`config.mk`:
```
export PLATFORM = sky130hd
export DESIGN_NAME = hazard_ctrl_unit
export DESIGN_NICKNAME = d
export VERILOG_FILES = /design/src/rtl/hazard_ctrl_unit.sv
export SDC_FILE = /design/constraint.sdc
export NUM_CORES = 1
export LEC_CHECK = 0
export CAP_MARGIN = 20
export CORE_AREA = 2 2 39 41
export DETAILED_ROUTE_END_ITERATION = 6
export DIE_AREA = 0 0 41 43
export GPL_TIMING_DRIVEN = 1
export HOLD_SLACK_MARGIN = 0.06
export PLACE_DENSITY_LB_ADDON = 0.08
export SLEW_MARGIN = 30
export SYNTH_ARGS = -nofsm -noshare
export SYNTH_HDL_FRONTEND = slang
export SYNTH_SLANG_ARGS = --single-unit
```
`constraint.sdc`:
```
create_clock -name clock -period 1.25 [get_ports clock]
set_input_delay 0.25 -clock clock [delete_from_list [all_inputs] [get_ports clock]]
set_output_delay 0.25 -clock clock [all_outputs]
set_load 0.03 [all_outputs]
```
`src/rtl/hazard_ctrl_unit.sv`:
```
// Load-use stall / branch flush controller for a 5-stage pipeline.
// Optional macro HAZ_STALL_CNT_EN adds a saturating stall-cycle counter on port stall_count.
module hazard_ctrl_unit #(
  parameter int LOAD_USE_CYCLES = 1,
  parameter int CNT_W           = 16
) (
  input  logic       clock,
  input  logic       reset,
  input  logic       ex_valid,
  input  logic       ex_mem_read,
  input  logic       ex_wb_en,
  input  logic [2:0] ex_dest,
  input  logic       ex_branch_taken,
  input  logic       id_valid,
  input  logic [3:0] id_src1,
  input  logic [3:0] id_src2,
  output logic       pc_write,
  output logic       if_id_write,
  output logic       id_ex_bubble,
  output logic       if_id_flush,
  output logic       stall_active
`ifdef HAZ_STALL_CNT_EN
  ,
  output logic [CNT_W-1:0] stall_count
`endif
);

  typedef enum logic {RUN, STALL} state_t;

  localparam logic [1:0] RELOAD = 2'(LOAD_USE_CYCLES - 1);

  state_t     state_q, state_d;
  logic [1:0] remCnt_q, remCnt_d;
  logic       src1Hit, src2Hit, hazard, flush;

  // An operand only matters when its used-flag (bit 3) is set.
  assign src1Hit = id_src1[3] & (id_src1[2:0] == ex_dest);
  assign src2Hit = id_src2[3] & (id_src2[2:0] == ex_dest);
  assign hazard  = ex_valid & ex_mem_read & ex_wb_en & id_valid & (src1Hit | src2Hit);
  assign flush   = ex_valid & ex_branch_taken;

  always_ff @(posedge clock) begin
    if (reset) begin
      state_q  <= RUN;
      remCnt_q <= 2'd0;
    end else begin
      state_q  <= state_d;
      remCnt_q <= remCnt_d;
    end
  end

  // Priority: reset, then flush, then an ongoing stall, then a fresh hazard.
  always_comb begin
    state_d      = state_q;
    remCnt_d     = remCnt_q;
    pc_write     = 1'b1;
    if_id_write  = 1'b1;
    id_ex_bubble = 1'b0;
    if_id_flush  = 1'b0;
    if (reset) begin
      id_ex_bubble = 1'b1;
      if_id_flush  = 1'b1;
      state_d      = RUN;
      remCnt_d     = 2'd0;
    end else if (flush) begin
      id_ex_bubble = 1'b1;
      if_id_flush  = 1'b1;
      state_d      = RUN;
      remCnt_d     = 2'd0;
    end else if (state_q == STALL) begin
      pc_write     = 1'b0;
      if_id_write  = 1'b0;
      id_ex_bubble = 1'b1;
      if (remCnt_q <= 2'd1) begin
        state_d  = RUN;
        remCnt_d = 2'd0;
      end else begin
        remCnt_d = remCnt_q - 2'd1;
      end
    end else if (hazard) begin
      pc_write     = 1'b0;
      if_id_write  = 1'b0;
      id_ex_bubble = 1'b1;
      if (LOAD_USE_CYCLES > 1) begin
        state_d  = STALL;
        remCnt_d = RELOAD;
      end
    end
  end

  assign stall_active = ~pc_write;

`ifdef HAZ_STALL_CNT_EN
  logic [CNT_W-1:0] stallCount_q;

  // Saturates rather than wrapping so long runs never under-report.
  always_ff @(posedge clock) begin
    if (reset) begin
      stallCount_q <= '0;
    end else if (stall_active && (stallCount_q != '1)) begin
      stallCount_q <= stallCount_q + CNT_W'(1);
    end
  end

  assign stall_count = stallCount_q;
`else
  // CNT_W only sizes the optional counter; an illegal width still elaborates a marker block.
  if (CNT_W < 1) begin : gBadCntW
  end
`endif

endmodule

```
== After elaboration in Yosys (flattened, before gate mapping) ==
Cells that the tools add are included.

* Reductions and logical operators: 2
* Equality and inequality tests: 2
* Mux-type cells: 12
* Add/subtract/negate cells: 1
* Bitwise logic cells: 10
* Magnitude comparators: 1

{| class="wikitable"
|+ Operators with widths
! kind !! number
|-
| two-way mux 1 bit || 11
|-
| AND 1 bit || 7
|-
| equality test 3 bit || 2
|-
| OR reduction 3 bit || 1
|-
| <= comparator 2 x 1 -> 1 bit (second input constant) || 1
|-
| two-way mux 2 bit || 1
|-
| NOT 1 bit || 2
|-
| OR reduction 2 bit || 1
|-
| subtractor 2 x 1 -> 2 bit (second input constant) || 1
|-
| OR 1 bit || 1
|}

* Bits in registers: 3
* Input bits: 18
* Output and inout bits: 5
* Word-level logic and storage cells: 30

== Logic depth before layout (Yosys ltp) ==
* Word-level depth: 9
* Mapped depth: 5
* Mapped depth without buffers: 4

== Worst setup path after synthesis ==
No wires, ideal clock.

* Path kind: input to output
* Start: input ex_dest[0]
* End: output stall_active
* Arrival: 1,187 ps
* Buffers on the path: 0
* Path slack: -187 ps
* Data required time: 1,000 ps
* Stages: 4
* Cell sequence: xnor2_1 nand4_1 a21o_1 a21oi_1

* Cells in the longest elaborated chain, start to end: 9
* Elaborated cells on any way between the ends: 11
* Classes of those cells: 2 x eq/ne; 4 x mux; 5 x bitwise

{| class="wikitable"
|+ Ends and longest elaborated chain
! what !! RTL line !! source
|-
| start, declared || 12 || <nowiki>input logic [2:0] ex_dest,</nowiki>
|-
| equality test 3 bit, on equally long branches || 37, 38 ||
|-
| AND 1 bit, on equally long branches || 37, 38 ||
|-
| OR 1 bit * || 39 || <nowiki>assign hazard = ex_valid & ex_mem_read & ex_wb_en & id_valid & (src1Hit | src2Hit);</nowiki>
|-
| AND 1 bit * || 39 ||
|-
| two-way mux 1 bit * || 80 || <nowiki>end else if (hazard) begin</nowiki>
|-
| two-way mux 1 bit * || 70 || <nowiki>end else if (state_q == STALL) begin</nowiki>
|-
| two-way mux 1 bit * || 65 || <nowiki>end else if (flush) begin</nowiki>
|-
| two-way mux 1 bit * || 60 || <nowiki>if (reset) begin</nowiki>
|-
| NOT 1 bit * || 91 || <nowiki>assign stall_active = ~pc_write;</nowiki>
|-
| end, declared || 21 || <nowiki>output logic stall_active</nowiki>
|}

Mark *: on every way between the ends. The rest lies on a longest branch, timed or not.

== Worst setup path in the final report ==
Same ends and word-level chain as after synthesis.

==> results.ini <==
[status]
status=finished with violations
failed_checks=setup timing

[sta]
fin_worst_skew_ps=0.520
slew_violations=0
worstMarginPinSlew_ps=136
setup_violations=4
fmax_mhz=692
timing.final.crit_share_pct=116
timing.slew.headroom_pct=90.9
final-hold-violation-count=0
grt_setup_unrepaired=true
finalWorstSetupSlack_ps=-195
finalCriticalPeriod_ps=1450

[cts]
cts_buffers=3
cts_sinks=3
htreeDepth=1
insertion_delay_ps=230
clock_path_buffers=2
cts_tree=built
cts.clk_slew.worst_paths_ps=40
cts-root-buf=clkbuf_4

[grt]
met2_usage_pct=18.1
grt_max_degree=5
grt_pass1_wl_mm=1.21
overflow=0
use_met1_pct=9.65
gr-max-usage-layer=met2
grt_usage_pct=10.3
antenna_found_initial=0
use_met3_pct=3.14
grt_pass1_vias=325

[setup_path]
worst_ep_arrival_time_ps=1200
worstSetupEndpointType=output port
crit_type=input port to output port
required_ps=1000
cp_max_fo=2
critPathLaunchType=input port
reg2reg_slack_ps=400

[die]
die_y_um=43
core_area_mm2=0.00138
num_rows=14
io_pins=23
die-area_mm2=0.00176
start_util_pct=14.9
die_x_um=41

[logic_synthesis]
yosys_warnings=0
syn_area_um2=206
synth-seq-cells=3
yosys.area.top_type_share_pct=29.1
netlist_instances=27
synth_fp_nets=45
ys_types=10
synth_area_leader_cell=dfxtp_1
avgSynthCellArea_um2=7.65
synth_area_leaders=dfxtp_1 29%, xnor2_1 25%, a21o_1 11%
ys_seq_area_share_pct=29.1

[place]
dp_cells=68
io_buffers=22
place_hpwl_um=604
place_area_um2=488
globalplace.congestion=0.540

[detailed_routing]
vias=289
wl_um=734
drc=0
drt_iter0_markers=2
drt_first_pass_iters=2
avgRoutedWirePerCell_um=10.1
ant_nets=0
via_per_inst=3.96

[power_and_ir_drop]
sequentialPowerShare_pct=24.5
switchingPower_mw=0.0943
clock_power_share_pct=42.3
combPwrFrac_pct=33.2
switching_share_pct=24.0
power_mw=0.393
ir_drop_mv=0.491
intPower_mw=0.298
powerDensity_mw_per_mm2=682
power.leakage_nw=0.259

[finish]
instances_no_fill=73
fin_area_um2=576
layout_commonest_cell=buf_6
register_area_um2=60.1
antenna_cells=0
multi_input_area_um2=205
syn_to_final_growth_pct=179
mostFrequentLayoutCells=12 x buf_6, 8 x dlygate4sd2_1, 4 x xnor2_2, 4 x nor2_1, 4 x buf_4
nets=76
drive_gt1_share_pct=52.6
n_fill_cell=150
final_util_pct=41.6

[flow_run]
max_cap_violations=0

[min_path]
hp-class=register to register

power groups by stage:
stage	registers [mW]	logic [mW]	clock network, mW
2_1_floorplan	0.0977	0.0407	0
5_1_grt	0.0961	0.139	0.186
6_report	0.0963	0.130	0.166
3_5_place_dp	0.0977	0.116	0
4_1_cts	0.0962	0.122	0.176
3_3_place_gp	0.0977	0.113	0
final cells by class:
type / instances / share of cell area (%)
Inverter: 1 / 0.652
Multi-Input combinational cell: 22 / 35.7
Tap cell: 16 / 3.48
Timing Repair Buffer: 27 / 45.2
Sequential cell: 3 / 10.4
Clock buffer: 4 / 4.57
stage by stage:
stage / hold WS [ps] / worst slack, ps / setup TNS [ps]
2_1_floorplan: 429 / -67.0 / -79.9
3_3_place_gp: 439 / -1000 / -3420
3_5_place_dp: 453 / -1040 / -3580
4_1_cts: 458 / -203 / -681
5_1_grt: 476 / -252 / -873
6_report: 455 / -195 / -682
cell usage after synthesis, drive strengths merged:
library cell and instances:
xnor2 6, a21o 3, buf 1, nor2 5, nand4 3, dfxtp 3
o21ai 1, nand2 2, a21oi 2, inv 1
per-layer routing:
layer	vias to the layer above	share of wire (%)
li1	151	-
met1	126	40
met2	12	52
met3	0	8.6
met4	0	0
met5	-	0
final timing paths:
check / startpoint / end / cells after the start
hold / removal: remCnt_q[1]$_SDFFE_PP0P_ / remCnt_q[1]$_SDFFE_PP0P_ / 2
hold reg to reg: remCnt_q[1]$_SDFFE_PP0P_ / remCnt_q[1]$_SDFFE_PP0P_ / 2
setup reg to reg: state_q$_SDFF_PP0_ / remCnt_q[1]$_SDFFE_PP0P_ / 4
setup / recovery: ex_dest[0] / stall_active / 7
what timing repair did:
| item | CTS | global route |
|---|---|---|
| gates resized for setup | 75 | 4 |
| pin swaps | 14 | 1 |
| endpoints found under the hold margin | 0 | 0 |
| buffers inserted | 1 | 0 |
| hold buffers | 0 | 0 |
| setup endpoints to repair | 5 | 4 |
critical path, cell delays in order:
cell and delay [ps]:
buf_8 110, xnor2_4 140, nand4_1 120, a21o_1 200
buf_6 130, a21oi_4 110, buf_6 140
logic make-up (layout without fill, tap and decap cells):
family	after synthesis	after routing	synth area share, %
flops	3	3	29.1
buf+inv	2	32	5.45
compound gates	6	6	18.2
simple gates	10	10	21.8
xor+xnor	6	6	25.5
registers in the layout, summed over array words and instances (netlist names):
register,cells
remCnt_q,2
state_q,1
Note: power is estimated with default switching activity, not from simulation.
